$ cat src/rtl/ringosc_pkg.sv
// Shared types and defaults for the ring-oscillator frequency counter.
// RINGOSC_FC_SATURATE_EN (see ringosc_freq_counter.sv) selects saturating edge counting.
`timescale 1ns/1ps
package ringosc_pkg;

   typedef enum logic [1:0] {
      IDLE  = 2'd0,
      ARM   = 2'd1,
      COUNT = 2'd2,
      DONE  = 2'd3
   } ringosc_fc_state_t;

   localparam int RINGOSC_CNT_W           = 16;
   localparam int RINGOSC_WIN_W           = 16;
   localparam int RINGOSC_SYNC_STAGES_DEF = 2;

   // Only 2 or 3 synchronizer flops make sense; anything else falls back to the default depth.
   function automatic int legal_sync_stages(input int requested);
      if (requested == 3)
         return 3;
      return RINGOSC_SYNC_STAGES_DEF;
   endfunction

endpackage

$ cat src/rtl/ringosc_freq_counter_if.sv
// Control/result bundle of the frequency counter: measurement request in, edge count out.
`timescale 1ns/1ps
interface ringosc_freq_counter_if
   import ringosc_pkg::*;
#(
   parameter int CNT_W = RINGOSC_CNT_W,
   parameter int WIN_W = RINGOSC_WIN_W
) ();

   logic             start;
   logic             abort;
   logic [WIN_W-1:0] win_cycles;
   logic             busy;
   logic [CNT_W-1:0] count;
   logic             valid;
   logic             overflow;

   modport master (
      output start,
      output abort,
      output win_cycles,
      input  busy,
      input  count,
      input  valid,
      input  overflow
   );

   modport slave (
      input  start,
      input  abort,
      input  win_cycles,
      output busy,
      output count,
      output valid,
      output overflow
   );

endinterface

$ cat src/rtl/ringosc_sync_edge.sv
// Brings the asynchronous oscillator into the clk domain and flags each rising edge.
`timescale 1ns/1ps
module ringosc_sync_edge
   import ringosc_pkg::*;
#(
   parameter int SYNC_STAGES = RINGOSC_SYNC_STAGES_DEF
) (
   input  logic clk,
   input  logic rst,
   input  logic async_in,
   input  logic flush,
   output logic rise
);

   localparam int STAGES = legal_sync_stages(SYNC_STAGES);

   logic [STAGES-1:0] sync_q;
   logic              prev;
   logic              sync_out;

   assign sync_out = sync_q[STAGES-1];

   always_ff @(posedge clk or posedge rst) begin
      if (rst) begin
         sync_q <= '0;
         prev   <= 1'b0;
      end else begin
         sync_q <= {sync_q[STAGES-2:0], async_in};
         prev   <= sync_out;
      end
   end

   // prev keeps tracking while flushed, so an edge seen during flush is never reported later.
   assign rise = sync_out & ~prev & ~flush;

endmodule

$ cat src/rtl/ringosc_freq_counter.sv
// Counts synchronized osc_in rising edges over a window of win_cycles clk cycles.
// Define RINGOSC_FC_SATURATE_EN to make the edge counter saturate instead of wrapping.
`timescale 1ns/1ps
module ringosc_freq_counter
   import ringosc_pkg::*;
#(
   parameter int CNT_W       = RINGOSC_CNT_W,
   parameter int WIN_W       = RINGOSC_WIN_W,
   parameter int SYNC_STAGES = RINGOSC_SYNC_STAGES_DEF
) (
   input  logic                   clk,
   input  logic                   rst,
   input  logic                   osc_in,
   ringosc_freq_counter_if.slave  bus
);

   localparam logic [CNT_W-1:0] CNT_ONE = {{(CNT_W-1){1'b0}}, 1'b1};
   localparam logic [WIN_W-1:0] WIN_ONE = {{(WIN_W-1){1'b0}}, 1'b1};

   ringosc_fc_state_t state;
   ringosc_fc_state_t state_nxt;

   logic [WIN_W-1:0] win_cnt;
   logic [CNT_W-1:0] edge_cnt;
   logic [CNT_W-1:0] edge_nxt;
   logic [CNT_W-1:0] count_r;
   logic             valid_r;
   logic             overflow_r;
   logic             overflow_nxt;

   logic rise;
   logic accept;
   logic do_abort;
   logic enter_done;
   logic bump;
   logic at_max;

   ringosc_sync_edge #(
      .SYNC_STAGES (SYNC_STAGES)
   ) u_sync_edge (
      .clk      (clk),
      .rst      (rst),
      .async_in (osc_in),
      .flush    (state == ARM),
      .rise     (rise)
   );

   // Next-state logic; abort outranks start only while a measurement is running.
   always_comb begin
      state_nxt  = state;
      accept     = 1'b0;
      do_abort   = 1'b0;
      enter_done = 1'b0;
      case (state)
         IDLE, DONE: begin
            if (bus.start) begin
               accept    = 1'b1;
               state_nxt = ARM;
            end
         end
         ARM: begin
            if (bus.abort) begin
               do_abort  = 1'b1;
               state_nxt = IDLE;
            end else if (win_cnt == '0) begin
               enter_done = 1'b1;
               state_nxt  = DONE;
            end else begin
               state_nxt = COUNT;
            end
         end
         COUNT: begin
            if (bus.abort) begin
               do_abort  = 1'b1;
               state_nxt = IDLE;
            end else if (win_cnt == WIN_ONE) begin
               enter_done = 1'b1;
               state_nxt  = DONE;
            end
         end
         default: state_nxt = IDLE;
      endcase
   end

   // Edge counter update, including the rise in the final COUNT cycle that feeds the result.
   always_comb begin
      bump         = (state == COUNT) && !bus.abort && rise;
      at_max       = (edge_cnt == {CNT_W{1'b1}});
      edge_nxt     = edge_cnt;
      overflow_nxt = overflow_r;
      if (bump) begin
         if (at_max) begin
            overflow_nxt = 1'b1;
`ifdef RINGOSC_FC_SATURATE_EN
            edge_nxt     = edge_cnt;
`else
            edge_nxt     = '0;
`endif
         end else begin
            edge_nxt = edge_cnt + CNT_ONE;
         end
      end
   end

   always_ff @(posedge clk or posedge rst) begin
      if (rst) begin
         state      <= IDLE;
         win_cnt    <= '0;
         edge_cnt   <= '0;
         count_r    <= '0;
         valid_r    <= 1'b0;
         overflow_r <= 1'b0;
      end else begin
         state <= state_nxt;
         if (accept) begin
            win_cnt    <= bus.win_cycles;
            edge_cnt   <= '0;
            valid_r    <= 1'b0;
            overflow_r <= 1'b0;
         end else if (do_abort) begin
            edge_cnt   <= '0;
            valid_r    <= 1'b0;
            overflow_r <= 1'b0;
         end else begin
            if (state == COUNT)
               win_cnt <= win_cnt - WIN_ONE;
            edge_cnt   <= edge_nxt;
            overflow_r <= overflow_nxt;
            if (enter_done) begin
               count_r <= edge_nxt;
               valid_r <= 1'b1;
            end
         end
      end
   end

   assign bus.busy     = (state == ARM) || (state == COUNT);
   assign bus.count    = count_r;
   assign bus.valid    = valid_r;
   assign bus.overflow = overflow_r;

endmodule

$ cat src/flat_wrapper.sv
// flat-port wrapper written by rule: the top's interface ports become plain ports
module ringosc_freq_counter_flat import ringosc_pkg::*;
#(
   parameter int CNT_W       = RINGOSC_CNT_W,
   parameter int WIN_W       = RINGOSC_WIN_W,
   parameter int SYNC_STAGES = RINGOSC_SYNC_STAGES_DEF
)
  (clk, rst, osc_in, bus_start, bus_abort, bus_win_cycles, bus_busy, bus_count, bus_valid, bus_overflow);
  ringosc_freq_counter_if #(.CNT_W(CNT_W), .WIN_W(WIN_W)) bus_i ();
  input  logic clk;
  input  logic rst;
  input  logic osc_in;
  input wire logic [$bits(bus_i.start)-1:0] bus_start;
  input wire logic [$bits(bus_i.abort)-1:0] bus_abort;
  input wire logic [$bits(bus_i.win_cycles)-1:0] bus_win_cycles;
  output wire logic [$bits(bus_i.busy)-1:0] bus_busy;
  output wire logic [$bits(bus_i.count)-1:0] bus_count;
  output wire logic [$bits(bus_i.valid)-1:0] bus_valid;
  output wire logic [$bits(bus_i.overflow)-1:0] bus_overflow;
  assign bus_i.start = bus_start;
  assign bus_i.abort = bus_abort;
  assign bus_i.win_cycles = bus_win_cycles;
  assign bus_busy = bus_i.busy;
  assign bus_count = bus_i.count;
  assign bus_valid = bus_i.valid;
  assign bus_overflow = bus_i.overflow;
  ringosc_freq_counter #(.CNT_W(CNT_W), .WIN_W(WIN_W), .SYNC_STAGES(SYNC_STAGES)) u_core (.clk(clk), .rst(rst), .osc_in(osc_in), .bus(bus_i));
endmodule
$ cat config.mk
export PLATFORM = sky130hd
export DESIGN_NAME = ringosc_freq_counter_flat
export DESIGN_NICKNAME = d
export VERILOG_FILES = /design/src/rtl/ringosc_pkg.sv /design/src/rtl/ringosc_freq_counter_if.sv /design/src/rtl/ringosc_sync_edge.sv /design/src/rtl/ringosc_freq_counter.sv /design/src/flat_wrapper.sv
export SDC_FILE = /design/constraint.sdc
export NUM_CORES = 1
export LEC_CHECK = 0
export ABC_AREA = 0
export CAP_MARGIN = 15
export CORE_UTILIZATION = 25
export DETAILED_ROUTE_END_ITERATION = 6
export GPL_ROUTABILITY_DRIVEN = 0
export SLEW_MARGIN = 5
export SYNTH_ARGS = -nofsm -noshare
export SYNTH_HDL_FRONTEND = slang
export SYNTH_SLANG_ARGS = --single-unit
$ cat constraint.sdc
create_clock -name clk -period 5.7 [get_ports clk]
set_input_delay 0.855 -clock clk [delete_from_list [all_inputs] [get_ports clk]]
set_output_delay 0.855 -clock clk [all_outputs]
set_load 0.02 [all_outputs]
==> impl.org <==
** Timing
- Final hold analysis gives a worst-case slack of 341.5 ps.
- For the pin with the worst max-slew slack, the measured transition is 1117 ps.
- After layout, the worst path uses between 40 and 50% of the clock period.
- RSZ-0062 raised after global routing :: false
- Final Hold Violating Endpoints :: 0
- Max Clock Skew :: 9.326 ps
- Static timing analysis puts the maximum clock frequency at 0.3602 GHz.
- Final setup vio count :: 0
- After layout, the worst setup slack is between 2000 and 3000 ps.
- Max-slew headroom at the worst pin :: between 20 and 30%
- Final critical-path required period :: approximately 2800 ps
- Total negative slack :: 0 ps
- The number of slew-limit violations in the final report was 0.

** Floorplanning
- For this configuration, the core starts out at a cell density of ~26%.
- Area of the die :: approximately 12000 sq um
- # IOs :: 40
- The region available for standard cell placement spans between 10000 and 15000 sq um.
- The floorplan has 39 rows.
- Die Span Y :: roughly 110 um
- Width of the die :: about 110 um

** Critical path
- STA classifies the critical path startpoint as a flip-flop.
- For the worst setup path, the data arrival time is about 1900 ps.
- In this run the worst setup path terminates at bus_busy.
- R2R Path End :: u_core.bus.count[15]
- The critical path starts at u_core.state[0].
- Type of the worst setup path :: reg -> out
- Maximum net fanout on the critical path :: 9
- Endpoint class of the critical path :: output pin
- Worst Reg2Reg Path Length in Cells :: 4
- R2r setup slk :: around 3100 ps
- The worst register-to-register path begins at u_core.win_cnt[8].
- At the worst endpoint, the required time is roughly 4900 ps.

** Route
- The first detailed-routing pass took 4 iterations.
- Remaining antenna violation count after routing :: 0
- In the routed layout, each cell is associated on average with a via count of 4.840.
- Total DRC errors in the routed layout :: 0
- Total Wirelength :: ~6.6 mm
- Dividing the detail-routed wire length by the instance count gives approximately 14 um.
- In this run, the number of DRC markers left after iteration 0 of detailed routing was around 110.
- Vias :: 2357

** Pwr
- Across the VDD grid, the largest voltage drop is ~0.00019 V.
- Switching power share of the total :: 40.32%
- Fraction of power consumed by combinational cells :: between 30% and 40%
- Total net switching power :: around 0.54 mW
- Static leakage power :: 1.445 nW
- Clock share of power :: between 20% and 30%
- Total power density per cell area :: about 380 nW/um^2
- Part of the total power dissipated in sequential elements :: about two fifths
- The internal power of the cells totals 0.8009 mW.

** CTS
- Hold buffers post-CTS :: 0
- The clock passes through at most 2 buffers.
- TritonCTS built the clock tree.
- Clock latency on the worst-skew pair, taken at its later pin, is roughly 300 ps.
- After clock tree synthesis, the clock-pin slew on the worst setup and hold paths is approximately 80 ps.
- Buffers inserted during clock tree synthesis total 5.
- Post-cts repair resize count :: 0
- CTS saw 55 sinks.
- Postcts setup bufs :: 0
- The H-tree was split into 2 levels.
- The cell sitting at the root of the clock tree is a sky130_fd_sc_hd__clkbuf_16.

** Synth
- Sequential elements use 47.13% of the synthesized area.
- Cells after Synth :: between 300 and 400
- Counting distinct cell types in the post-synthesis netlist gives 52.
- The most used flip-flop cell after synthesis is sky130_fd_sc_hd__dfrtp_1.
- Yosys mapped a number of flops with a built-in enable equal to 0.
- Number of nets produced by synthesis :: between 300 and 400
- Share of flip-flops with an asynchronous set or reset after synthesis :: 100.0%
- Mapped cell area :: roughly 2900 sq um
- After synthesis the netlist holds a flip-flop and latch count of 55.
- The Yosys step of the flow raised 0 warnings.
- Dividing the synthesized area by the synthesized cell count gives about 9.5 sq um.

** Placement
- Placed inst area :: between 3000 and 4000 sq um
- Port buffer count :: 39
- Worst slack at placement :: about 2700 ps
- Placed wire-length estimate after detailed placement :: around 4.7 mm

** Finish
- The library cell used most frequently in the layout, excluding fill and tap cells, is sky130_fd_sc_hd__dfrtp_1.
- Design Area, Final :: between 3000 and 4000 sq um
- Fraction of final layout cells with drive strength greater than 1 :: roughly an eighth
- After the last flow step, the layout net total stands at 370.
- 0 antenna diodes ended up in the layout.
- Filler Cells Inserted :: roughly 1200
- The top cell types in the final layout, fill and taps aside, are sky130_fd_sc_hd__dfrtp_1, sky130_fd_sc_hd__clkdlybuf4s50_1, sky130_fd_sc_hd__nor2_1.
- From synthesis to final layout, the design area changed by 22.15%.

** Global route
- Number of global-route vias before repair :: roughly 2300
- The total overflow left after global routing is 0.
- Antenna violations before repair :: 0
- Global routing usage summed across all routing layers :: 11.74%
- The first global-routing pass estimated between 10 and 15 mm of wire.
- Largest net degree at the start of global routing :: between 50 and 60

** Job
- Max-capacitance violation count :: 0

** Worst hold path
- Path category of the worst min-delay check :: reg -> reg

** Run status
- The run finished with clean final reports.
[cells in the mapped netlist (2+ instances only)]
master	instances	share of area (%)
sky130_fd_sc_hd__a21o_1	2	0.51
sky130_fd_sc_hd__o21ai_0	19	3.3
sky130_fd_sc_hd__o32ai_1	2	0.60
sky130_fd_sc_hd__o21ai_2	9	2.7
sky130_fd_sc_hd__o21ai_1	2	0.34
sky130_fd_sc_hd__nor4_1	3	0.64
sky130_fd_sc_hd__dfrtp_1	55	47
sky130_fd_sc_hd__and3_1	6	1.3
sky130_fd_sc_hd__a31oi_1	2	0.43
sky130_fd_sc_hd__nor3_1	10	1.7
sky130_fd_sc_hd__a21oi_1	24	4.1
sky130_fd_sc_hd__nand4b_1	2	0.60
sky130_fd_sc_hd__and4_1	2	0.60
sky130_fd_sc_hd__a311oi_1	2	0.60
sky130_fd_sc_hd__xor2_1	4	1.2
sky130_fd_sc_hd__nand2_2	9	1.9
sky130_fd_sc_hd__nor4_2	2	0.86
sky130_fd_sc_hd__inv_1	11	1.4
sky130_fd_sc_hd__nor2b_1	2	0.43
sky130_fd_sc_hd__nor3b_1	2	0.51
sky130_fd_sc_hd__nor2_1	38	4.9
sky130_fd_sc_hd__nand3_1	8	1.4
sky130_fd_sc_hd__nand4_1	9	1.9
sky130_fd_sc_hd__xnor2_1	7	2.1
sky130_fd_sc_hd__and2_1	3	0.64
sky130_fd_sc_hd__o22ai_1	3	0.64
sky130_fd_sc_hd__o31ai_2	2	0.86
sky130_fd_sc_hd__buf_6	2	0.77
sky130_fd_sc_hd__nand2_1	23	3.0
sky130_fd_sc_hd__a22oi_1	5	1.3
sky130_fd_sc_hd__buf_12	2	1.4
sky130_fd_sc_hd__o211ai_1	2	0.51
sky130_fd_sc_hd__clkbuf_1	8	1.0
sky130_fd_sc_hd__ha_1	6	2.6
[worst max-delay path, cell delays in order (launching register included)]
cell                              delay (ps)
sky130_fd_sc_hd__dfrtp_1                 380
sky130_fd_sc_hd__inv_1                    60
sky130_fd_sc_hd__ha_1                    410
sky130_fd_sc_hd__inv_1                   150
sky130_fd_sc_hd__clkdlybuf4s50_1         630
[worst min path at each step]
stage / startpoint / to / slack [ps] / cells past startpoint
5_1_grt: u_core.u_sync_edge.sync_q[0] / u_core.u_sync_edge.sync_q[1] / 360 / 0
6_report: u_core.u_sync_edge.sync_q[0] / u_core.u_sync_edge.sync_q[1] / 340 / 0
3_5_place_dp: u_core.u_sync_edge.sync_q[0] / u_core.u_sync_edge.sync_q[1] / 340 / 0
3_3_place_gp: u_core.u_sync_edge.sync_q[0] / u_core.u_sync_edge.sync_q[1] / 340 / 0
4_1_cts: u_core.u_sync_edge.sync_q[0] / u_core.u_sync_edge.sync_q[1] / 350 / 0
2_1_floorplan: u_core.u_sync_edge.sync_q[0] / u_core.u_sync_edge.sync_q[1] / 330 / 0
[layout make-up]
class                      instances  area (sq um)  share of cell area (%)
multi-input combinational        228          1410                   39.53
tap                              143         178.9                   5.016
inverter                          11         41.29                   1.157
clock buffer                       5         125.1                   3.508
clock inverter                     3         22.52                  0.6314
sequential                        55          1376                   38.58
timing repair buffer              42         412.9                   11.57
[state kept, by name, summed over array words and instances, names as in the netlist]
register	flops
u_core.bus.valid	1
u_core.u_sync_edge.prev	1
u_core.win_cnt	16
u_core.edge_cnt	16
u_core.bus.count	16
u_core.u_sync_edge.sync_q	2
u_core.state	2
u_core.bus.overflow	1
[stage by stage]
step	utilization, %	total power, mW	std cells
after global routing	31.24	1.450	487
after detailed placement	29.95	1.034	479
after global placement	29.95	1.018	479
after CTS	31.24	1.352	487
final	31.24	1.342	487
after floorplan	-	0.8975	306
[metal layers]
layer | part of all wire [%] | vias to the layer above | wire length (um) | GRT usage (%)
met5 | 0 | - | 0 | 0
met3 | 3.7 | 7 | 245 | 2.293
met2 | 48 | 44 | 3160 | 20.00
met4 | 0.80 | 0 | 53 | 2.952
li1 | - | 1175 | - | -
met1 | 48 | 1131 | 3142 | 15.19
[power by group through the flow]
stage	logic, mW	registers (mW)	clock network, mW
detailed placement	0.487	0.547	0
global route	0.556	0.552	0.342
finish	0.487	0.541	0.313
global placement	0.474	0.544	0
floorplan	0.374	0.523	0
CTS	0.489	0.540	0.323
[logic make-up after synthesis]
logic type | share of synthesized area, %
and+or+nand+nor | 24.16
AOI/OAI and AO/OA | 17.87
DFF | 47.13
buffers and inverters | 4.584
xor gates and xnor gates | 3.299
adders and majority gates | 2.571
muxes | 0.3856
Note: power is estimated with default switching activity, not from simulation.
